==> src/rtl/cpu_bus_pkg.sv <==
// Shared bus definitions for the CPU / UART-DMA memory arbiter.
// Holds the transaction FSM encoding and the peripheral address decode bit.
package cpu_bus_pkg;

  typedef enum logic [1:0] {
    IDLE   = 2'b00,
    ACCESS = 2'b01,
    RESP   = 2'b10
  } bus_state_e;

  localparam int DATA_W          = 32;
  localparam int PERIPH_ADDR_BIT = 30;

  function automatic logic is_periph(input logic [DATA_W-1:0] addr);
    return addr[PERIPH_ADDR_BIT];
  endfunction

endpackage

==> src/rtl/rr_pick.sv <==
// Combinational winner selection between master 0 and master 1.
// Round-robin on ties, unless the current owner holds a lock with burst budget left.
module rr_pick #(
  parameter int MAX_BURST = 8,
  parameter int CNT_W     = 4
) (
  input  logic             req0_i,
  input  logic             req1_i,
  input  logic             owner_i,
  input  logic             lock_valid_i,
  input  logic [CNT_W-1:0] burst_cnt_i,
  output logic             winner_o
);

  logic lock_keeps;

  assign lock_keeps = lock_valid_i && (burst_cnt_i < CNT_W'(MAX_BURST));

  always_comb begin
    winner_o = owner_i;
    if (req0_i && !req1_i) begin
      winner_o = 1'b0;
    end else if (req1_i && !req0_i) begin
      winner_o = 1'b1;
    end else if (req0_i && req1_i) begin
      // Lock only matters when both compete; an exhausted burst hands over.
      winner_o = lock_keeps ? owner_i : ~owner_i;
    end
  end

endmodule

==> src/rtl/mem_arbiter.sv <==
// Two-master arbiter onto a data memory and a peripheral bus.
// One transaction per IDLE -> ACCESS -> RESP pass; addr[30] picks the target bus.
//
//   state  | meaning
//   IDLE   | pick a winner among requesters, capture its transaction
//   ACCESS | single-cycle strobe on mem or per bus, sample read data
//   RESP   | done pulse + rdata to owner, sample owner's lock request
module mem_arbiter
  import cpu_bus_pkg::*;
#(
  parameter int MAX_BURST = 8
) (
  input  logic              clk,
  input  logic              reset,

  input  logic              m0_req,
  input  logic              m0_wr,
  input  logic              m0_lock,
  input  logic [DATA_W-1:0] m0_addr,
  input  logic [DATA_W-1:0] m0_wdata,
  output logic              m0_done,
  output logic [DATA_W-1:0] m0_rdata,

  input  logic              m1_req,
  input  logic              m1_wr,
  input  logic              m1_lock,
  input  logic [DATA_W-1:0] m1_addr,
  input  logic [DATA_W-1:0] m1_wdata,
  output logic              m1_done,
  output logic [DATA_W-1:0] m1_rdata,

  output logic              mem_rd,
  output logic              mem_wr,
  output logic [DATA_W-1:0] mem_addr,
  output logic [DATA_W-1:0] mem_wdata,
  input  logic [DATA_W-1:0] mem_rdata,

  output logic              per_rd,
  output logic              per_wr,
  output logic [DATA_W-1:0] per_addr,
  output logic [DATA_W-1:0] per_wdata,
  input  logic [DATA_W-1:0] per_rdata,

  output logic              busy,
  output logic              owner
);

  localparam int CNT_W = $clog2(MAX_BURST + 1);

  bus_state_e        state_q, state_d;
  logic              owner_q, owner_d;
  logic              lock_valid_q, lock_valid_d;
  logic [CNT_W-1:0]  burst_cnt_q, burst_cnt_d;
  logic              wr_q, wr_d;
  logic [DATA_W-1:0] addr_q, addr_d;
  logic [DATA_W-1:0] wdata_q, wdata_d;
  logic [DATA_W-1:0] m0_rdata_q, m0_rdata_d;
  logic [DATA_W-1:0] m1_rdata_q, m1_rdata_d;

  logic              winner;
  logic              in_access;
  logic              periph;
  logic [DATA_W-1:0] rsample;

  rr_pick #(
    .MAX_BURST (MAX_BURST),
    .CNT_W     (CNT_W)
  ) u_rr_pick (
    .req0_i       (m0_req),
    .req1_i       (m1_req),
    .owner_i      (owner_q),
    .lock_valid_i (lock_valid_q),
    .burst_cnt_i  (burst_cnt_q),
    .winner_o     (winner)
  );

  assign in_access = (state_q == ACCESS);
  assign periph    = is_periph(addr_q);
  assign rsample   = wr_q ? '0 : (periph ? per_rdata : mem_rdata);

  always_comb begin
    state_d      = state_q;
    owner_d      = owner_q;
    lock_valid_d = lock_valid_q;
    burst_cnt_d  = burst_cnt_q;
    wr_d         = wr_q;
    addr_d       = addr_q;
    wdata_d      = wdata_q;
    m0_rdata_d   = m0_rdata_q;
    m1_rdata_d   = m1_rdata_q;

    case (state_q)
      IDLE: begin
        if (m0_req || m1_req) begin
          state_d = ACCESS;
          owner_d = winner;
          wr_d    = winner ? m1_wr    : m0_wr;
          addr_d  = winner ? m1_addr  : m0_addr;
          wdata_d = winner ? m1_wdata : m0_wdata;
          // A locked re-win extends the burst; anything else starts a new one.
          if ((winner == owner_q) && lock_valid_q) begin
            if (burst_cnt_q != CNT_W'(MAX_BURST)) begin
              burst_cnt_d = burst_cnt_q + CNT_W'(1);
            end
          end else begin
            burst_cnt_d = CNT_W'(1);
          end
        end
      end
      ACCESS: begin
        state_d = RESP;
        if (owner_q) begin
          m1_rdata_d = rsample;
        end else begin
          m0_rdata_d = rsample;
        end
      end
      RESP: begin
        state_d      = IDLE;
        lock_valid_d = owner_q ? m1_lock : m0_lock;
      end
      default: begin
        state_d = IDLE;
      end
    endcase
  end

  always_ff @(posedge clk or posedge reset) begin
    if (reset) begin
      state_q      <= IDLE;
      owner_q      <= 1'b1;
      lock_valid_q <= 1'b0;
      burst_cnt_q  <= '0;
      wr_q         <= 1'b0;
      addr_q       <= '0;
      wdata_q      <= '0;
      m0_rdata_q   <= '0;
      m1_rdata_q   <= '0;
    end else begin
      state_q      <= state_d;
      owner_q      <= owner_d;
      lock_valid_q <= lock_valid_d;
      burst_cnt_q  <= burst_cnt_d;
      wr_q         <= wr_d;
      addr_q       <= addr_d;
      wdata_q      <= wdata_d;
      m0_rdata_q   <= m0_rdata_d;
      m1_rdata_q   <= m1_rdata_d;
    end
  end

  // Outputs decode straight from state_q so reset kills strobes immediately.
  assign mem_rd    = in_access && !periph && !wr_q;
  assign mem_wr    = in_access && !periph &&  wr_q;
  assign per_rd    = in_access &&  periph && !wr_q;
  assign per_wr    = in_access &&  periph &&  wr_q;
  assign mem_addr  = in_access ? addr_q  : '0;
  assign per_addr  = in_access ? addr_q  : '0;
  assign mem_wdata = in_access ? wdata_q : '0;
  assign per_wdata = in_access ? wdata_q : '0;

  assign m0_done  = (state_q == RESP) && !owner_q;
  assign m1_done  = (state_q == RESP) &&  owner_q;
  assign m0_rdata = m0_rdata_q;
  assign m1_rdata = m1_rdata_q;
  assign busy     = (state_q != IDLE);
  assign owner    = owner_q;

endmodule

==> config.mk <==
export PLATFORM = sky130hd
export DESIGN_NAME = mem_arbiter
export DESIGN_NICKNAME = d
export VERILOG_FILES = /design/src/rtl/cpu_bus_pkg.sv /design/src/rtl/rr_pick.sv /design/src/rtl/mem_arbiter.sv
export SDC_FILE = /design/constraint.sdc
export NUM_CORES = 1
export LEC_CHECK = 0
export CAP_MARGIN = 20
export CORE_AREA = 2 2 154 156
export CTS_CLUSTER_SIZE = 40
export DETAILED_ROUTE_END_ITERATION = 10
export DIE_AREA = 0 0 156 158
export GPL_ROUTABILITY_DRIVEN = 0
export GPL_TIMING_DRIVEN = 0
export MAX_ROUTING_LAYER = met4
export PLACE_DENSITY = 0.7
export REMOVE_ABC_BUFFERS = 1
export SLEW_MARGIN = 20
export SYNTH_ARGS = -nofsm -noshare
export SYNTH_HDL_FRONTEND = slang
export SYNTH_SLANG_ARGS = --single-unit
==> constraint.sdc <==
create_clock -name clk -period 4.3 [get_ports clk]
set_clock_uncertainty 0.2 [all_clocks]
set_input_delay 0.43 -clock clk [delete_from_list [all_inputs] [get_ports clk]]
set_output_delay 0.43 -clock clk [all_outputs]
set_load 0.005 [all_outputs]
== Word-level counts from Yosys, hierarchy flattened ==
Index checks and enable logic that the tools add are counted.
Operators by class
  add/sub/neg operators: 1
  multipliers: 0
  div/mod/pow operators: 0
  magnitude comparators: 1
  equality and inequality tests: 6
  shift operators: 0
  multiplexer cells: 16
  bitwise logic cells: 1
  reductions and logical operators: 25
Operators by type and width (number)
  two-way mux 32 bit: 6
  logical AND 1 bit: 13
  two-way mux 4 bit: 2
  two-way mux 1 bit: 6
  AND reduction 2 bit: 3
  logical NOT 1 bit: 5
  adder 4 x 1 -> 4 bit, second input constant: 1
  < comparator 4 bit, second input constant: 1
  inequality test 4 bit, second input constant: 1
  case mux 2 bit (2 select lines): 1
  AND reduction 3 bit: 1
  equality test 2 x 1 -> 1 bit, second input constant: 1
  equality test 2 bit, second input constant: 1
  logical NOT 2 bit: 1
  two-way mux 2 bit: 1
  inequality test 2 x 1 -> 1 bit, second input constant: 1
  inequality test 2 bit, second input constant: 1
  nonzero test 2 bit: 1
  equality test 1 bit: 1
  logical OR 1 bit: 1
  NOT 1 bit: 1
Storage, ports and cells
  bits in registers: 137
  bits in latches: 0
  bits in writable memories: 0
  bits in read-only memories: 0
  bits of input ports: 200
  output and inout bits: 200
  logic and storage cells: 59
  memories kept: 0

== Depth between registers and ports, before layout ==
Gate-level depths: netlist of the first run.
  depth in word-level cells: 10
  depth in mapped cells: 8
  mapped depth without buffers: 6

== Modules after synthesis ==
Synthesis of the first run repeated with hierarchy kept, for this count alone.
Second synthesis, totals
  cells, all modules: 679
  area total of the unflattened synthesis: 7176.9 sq um
By module, submodules not included
  mem_arbiter: instances 1, cells an instance 674, area each 7136.8 sq um, seq. area each 3429.5 sq um
  rr_pick: instances 1, cells an instance 5, area each 40.0 sq um, seq. area each 0.0 sq um

== Least setup slack after synthesis of the first run ==
Ideal clock, no wire load.
  path type: flip-flop to output port
  start: register state_q[1]
  end: output per_addr[0]
  data arrival time: 1.355 ns
  data required time: 3.670 ns
  slack: 2.315 ns
  cell stages (with the launch flop): 7
  path buffers: 3
  cell sequence: dfrtp_1 nand2b_1 inv_1 clkbuf_1 clkbuf_1 and2_1 buf_4
Between the ends
  word-level cells in the longest chain between the ends: 2
RTL lines
  from (decl): line mem_arbiter.sv:50  | bus_state_e state_q, state_d;
  from (signal assigned): line mem_arbiter.sv:140  | state_q <= state_d;
  equality test 2 x 1 -> 1 bit: line mem_arbiter.sv:77  | assign in_access = (state_q == ACCESS);
  two-way mux 32 bit
  to (decl): line mem_arbiter.sv:40  | output logic [DATA_W-1:0] per_addr,
No other way between the ends.

== Worst setup path in the final report of the first run ==
  start: register state_q[1]
  end: output per_addr[29]
Between the ends
  word-level cells in the longest chain between the ends: 2
RTL lines
  equality test 2 x 1 -> 1 bit: line mem_arbiter.sv:77
  two-way mux 32 bit: line mem_arbiter.sv:158  | assign per_addr = in_access ? addr_q : '0;
No other way between the ends.

==> impl_metrics.json, run 1 <==
{
  "yosysUniqueCellTypes": 32,
  "final_common_cell": "clkdlybuf4s50_1",
  "critPathKind": "reg2out",
  "first_global_vias": 5811,
  "cp-start-kind": "flop",
  "die_area_sq_um": 24600,
  "dp_cells": 1269,
  "cts.clk_slew.worst_paths_ns": 0.06,
  "layout_min_cycle_time_ns": 3.03,
  "vias": 5833,
  "ctsHtreeMaxLevel": 4,
  "grt_pass1_wl_um": 31500,
  "io_buffers": 399,
  "rows": 56,
  "cts_resized": 0,
  "dr.first_iter.drc_count": 198,
  "crit_path_end_kind": "output port",
  "post_cts_buffers": 0,
  "clock_latency_ns": 0.41,
  "fin_crit_sh": 0.704,
  "cts_root_buf": "clkbuf_16",
  "async_flop_share": 1.00,
  "clockBufferDepth": 2,
  "dpl_worst_slack_ns": 1.53,
  "synth_area_per_cell_sq_um": 10.6,
  "drive_gt1_frac": 0.111,
  "finalSetupViolations": 0,
  "clock_sinks": 137,
  "p_per_area_nw_per_um2": 650,
  "dieHeight_um": 158,
  "ctsHoldBuffers": 0,
  "rsz0062_at_grt": "false",
  "hold_violations": 0,
  "area_growth_pct": 61.0,
  "slew_headroom": 0.501,
  "ant_nets": 0,
  "peakVddDrop_uv": 410,
  "worst_pin_slew_ns": 0.748,
  "finalInstanceArea_sq_um": 11600,
  "fmax_mhz": 330,
  "fin_ws_ns": 1.27,
  "grt_usage": 0.172,
  "nNetsFinal": 1200,
  "post_synth_instance_area_sq_um": 7230,
  "cp.required_ns": 3.67,
  "fin_cells": 1301,
  "cap_violations": 0,
  "synth_edf_count": 0,
  "worstReg2RegEnd": "addr_q[8]",
  "synth_seq_area_share": 0.475,
  "wl_per_cell_um": 16.4,
  "pin_count": 400,
  "hpwl_um": 16700,
  "synthesis.instances": 682,
  "first_pass_iters": 4,
  "antenna_found_initial": 0,
  "viasPerCell": 4.48,
  "power.leakage_nw": 4.96,
  "ys_ff_latch": 137,
  "tritoncts": "built",
  "synth_flop_cell": "dfrtp_1",
  "drt_wl_total_um": 21300,
  "diodes": 0,
  "die_w_um": 156,
  "initial_core_util": 0.313,
  "r2r_cells": 5,
  "outcome": "finished clean",
  "core_area_sq_um": 23100,
  "grt_remaining_overflow": 0,
  "drc_errors": 0,
  "layout_common_cells": "clkdlybuf4s50_1, dfrtp_1, mux2i_1",
  "crit_fanout": 54,
  "r2r_start": "owner",
  "cts_buffers": 17,
  "reg2reg_slack_ns": 1.87,
  "grt_max_degree": 79,
  "yosys_warnings": 0,
  "finalMaxSlewViolations": 0,
  "place_area_sq_um": 11100,
  "hold_path_class": "in2async",
  "cp_data_arrival_time_ns": 2.40
}
-- critical path: stages (launching register included) --
cell and delay [ns]:
dfrtp_1 0.38, nand2b_1 0.24, inv_2 0.26, buf_12 0.25, and2_1 0.29, clkdlybuf4s50_1 0.54
-- per-layer routing --
layer | share of wire | routed length, um | global-route usage | vias to the layer above
met5 | 0 | 0 | - | -
met4 | 0.012 | 247 | 0.0446 | 0
met3 | 0.089 | 1900 | 0.0616 | 14
met2 | 0.50 | 10700 | 0.296 | 249
met1 | 0.40 | 8510 | 0.190 | 2702
li1 | - | - | - | 2868
-- kinds of logic (layout without fill, tap and decap cells) --
kind of cell,Yosys count,count (layout),synth area share
AOI/OAI and AO/OA,74,74,0.0542
adders and majority gates,2,2,0.00346
buffers and inverters,116,445,0.102
DFF,137,137,0.475
muxes,163,163,0.237
and+or+nand+nor,190,190,0.129
-- flip-flops by register name, summed over array words and instances, names as in the netlist --
name and cells:
state_q 2, wdata_q 32, m1_rdata 32, owner 1, lock_valid_q 1, wr_q 1
burst_cnt_q 4, addr_q 32, m0_rdata 32
-- worst max-delay path by stage --
| stage | from | to | slack [ns] | depth (start not counted) |
|---|---|---|---|---|
| after floorplan | reset | addr_q[0] | 0.004 | 1 |
| after global placement | reset | wr_q | -2.08 | 2 |
| after detailed placement | m1_req | addr_q[8] | 1.53 | 6 |
| after CTS | state_q[1] | per_addr[14] | 1.22 | 5 |
| after global routing | state_q[1] | per_addr[29] | 1.12 | 5 |
| final | state_q[1] | per_addr[29] | 1.27 | 5 |
-- synthesized netlist by cell type, drive strengths merged, types with 3 or more instances --
cell type  number  area (sq um)
nand2          71           267
dfrtp         136          3400
inv             7          26.3
buf            87           629
nor2b           3          18.8
mux2           64           721
mux2i          99           991
o21ai          68           340
nand2b          4          25.0
and2           64           400
clkbuf         22          82.6
and4b           3          30.0
nor2           37           139
-- metrics by stage --
stage	power (mW)	utilization	TNS [ns]	hold WS, ns
2_1_floorplan	4.10	-	0	0.242
6_report	7.56	0.505	0	0.253
4_1_cts	7.69	0.505	0	0.265
3_5_place_dp	6.27	0.480	0	0.262
5_1_grt	8.11	0.505	0	0.273
3_3_place_gp	6.18	0.472	-328.61	0.253
-- layout make-up --
cell class	count	area, sq um
clock inverter	13	123
fill	2138	11400
timing repair buffer	406	4160
tap	290	363
clock buffer	19	433
sequential	137	3430
inverter	7	33.8
multi-input combinational	429	3080
-- power breakdown --
group          internal [mW]  switching [mW]  total [mW]
Combinational           2.30            1.59        3.89
Clock                  0.801           0.584        1.39
Sequential              1.91           0.378        2.29
Total                   5.01            2.55        7.56
No activity file was read; power rests on OpenSTA's default activity.
==> run 2, diff against run 1 <==
CORE_AREA = 2 2 157 159   (was 2 2 154 156)
DIE_AREA = 0 0 159 161   (was 0 0 156 158)
PLACE_DENSITY = 0.65   (was 0.7)
clock period = 3.1 ns   (was 4.3 ns; I/O delays follow)
==> impl_metrics.json, run 2 (same netlist as run 1, synthesis figures left out) <==
{
  "outcome": "finished clean",
  "clockBufferDepth": 2,
  "crit_fanout": 50,
  "nNetsFinal": 1200,
  "worst_pin_slew_ns": 0.739,
  "fmax_mhz": 348,
  "finalSetupViolations": 0,
  "io_buffers": 399,
  "power.leakage_nw": 4.99,
  "first_global_vias": 5980,
  "p_per_area_nw_per_um2": 911,
  "ctsHoldBuffers": 0,
  "hold_path_class": "in2async",
  "viasPerCell": 4.41,
  "clock_latency_ns": 0.41,
  "die_w_um": 159,
  "layout_min_cycle_time_ns": 2.87,
  "hpwl_um": 17100,
  "layout_common_cells": "clkdlybuf4s50_1, dfrtp_1, mux2i_1",
  "grt_usage": 0.175,
  "first_pass_iters": 6,
  "cts_resized": 0,
  "crit_path_end_kind": "output port",
  "grt_remaining_overflow": 0,
  "diodes": 0,
  "fill_cells": 2305,
  "drc_errors": 0,
  "antenna_found_initial": 0,
  "dr.first_iter.drc_count": 221,
  "drt_wl_total_um": 21900,
  "hold_violations": 0,
  "cp-start-kind": "flop",
  "peakVddDrop_uv": 457,
  "ctsHtreeMaxLevel": 4,
  "tritoncts": "built",
  "p_comb_frac": 0.505,
  "dieHeight_um": 161,
  "grt_max_degree": 81,
  "die_area_sq_um": 25600,
  "critPathKind": "reg2out",
  "area_growth_pct": 62.1,
  "p_clk_frac": 0.196,
  "rows": 57,
  "grt_pass1_wl_um": 33800,
  "post_cts_buffers": 0,
  "fin_crit_sh": 0.926,
  "cts_buffers": 17,
  "initial_core_util": 0.302,
  "slew_headroom": 0.507,
  "wl_per_cell_um": 16.4,
  "cp_data_arrival_time_ns": 2.36,
  "rsz0062_at_grt": "false",
  "finalInstanceArea_sq_um": 11700,
  "cp.required_ns": 2.59,
  "internal_power_mw": 7.11,
  "place_area_sq_um": 11100,
  "dp_cells": 1303,
  "switchingPower_mw": 3.57,
  "post-route-util": 0.489,
  "fin_tns_setup_ns": 0,
  "p_sw_frac": 0.334,
  "final_common_cell": "clkdlybuf4s50_1",
  "cts.clk_slew.worst_paths_ns": 0.07,
  "ant_nets": 0,
  "cap_violations": 0,
  "cts_root_buf": "clkbuf_16",
  "fin_cells": 1335,
  "clock_sinks": 137,
  "pin_count": 400,
  "drive_gt1_frac": 0.111,
  "core_area_sq_um": 24000,
  "finalMaxSlewViolations": 0,
  "vias": 5884,
  "seqPwrFrac": 0.298
}
## run 2: cell types whose count changed in the layout (fill, tap and decap cells not counted), sizes merged
cell      previous run  this run
clkinvlp             4         1
clkinv               5         6
bufinv               1         3
## run 2: path summary, 6_finish.rpt
check | start | endpoint | slack [ns] | cells past startpoint
max | state_q[1] | mem_wdata[1] | 0.23 | 5
min | reset | addr_q[19] | 0.11 | 2
max reg2reg | owner | wdata_q[8] | 0.40 | 5
min reg2reg | addr_q[13] | addr_q[13] | 0.27 | 2
max in group asynchronous | reset | wr_q | 1.81 | 3
min in group clk | addr_q[13] | addr_q[13] | 0.27 | 2
## run 2: critical path, stage by stage (launching register included)
cell	delay [ns]
dfrtp_1	0.38
nand2b_1	0.24
inv_2	0.30
buf_12	0.24
and2_1	0.22
clkdlybuf4s50_1	0.55
## run 2: through the flow
step | setup WS, ns | hold slack [ns] | power (mW)
2_1_floorplan | -1.08 | 0.242 | 5.69
3_3_place_gp | -3.28 | 0.253 | 8.77
3_5_place_dp | 0.152 | 0.262 | 8.73
4_1_cts | 0.138 | 0.117 | 10.9
5_1_grt | 0.0694 | 0.131 | 11.4
6_report | 0.228 | 0.111 | 10.7
## run 2: per-layer routing
layer,track usage,share of wire
met2,0.291,0.49
met1,0.202,0.41
met3,0.0593,0.080
met5,-,0
met4,0.0483,0.015
## run 2: power groups by stage
stage	combinational, mW	clock [mW]	sequential, mW
after detailed placement	5.50	0	3.23
after CTS	5.51	2.17	3.20
final	5.39	2.10	3.18
after floorplan	2.51	0	3.17
after global placement	5.50	0	3.27
after global routing	5.88	2.26	3.31
## run 2: area by class of cell
class                   instances  area, sq um  share of cell area
repair buffers                406         4160               0.355
inverters                       7         33.8             0.00288
clock buffers                  19          433              0.0370
multi-input cells             429         3080               0.263
well taps                     324          405              0.0346
clock inverters                13          169              0.0144
flip-flops and latches        137         3430               0.293
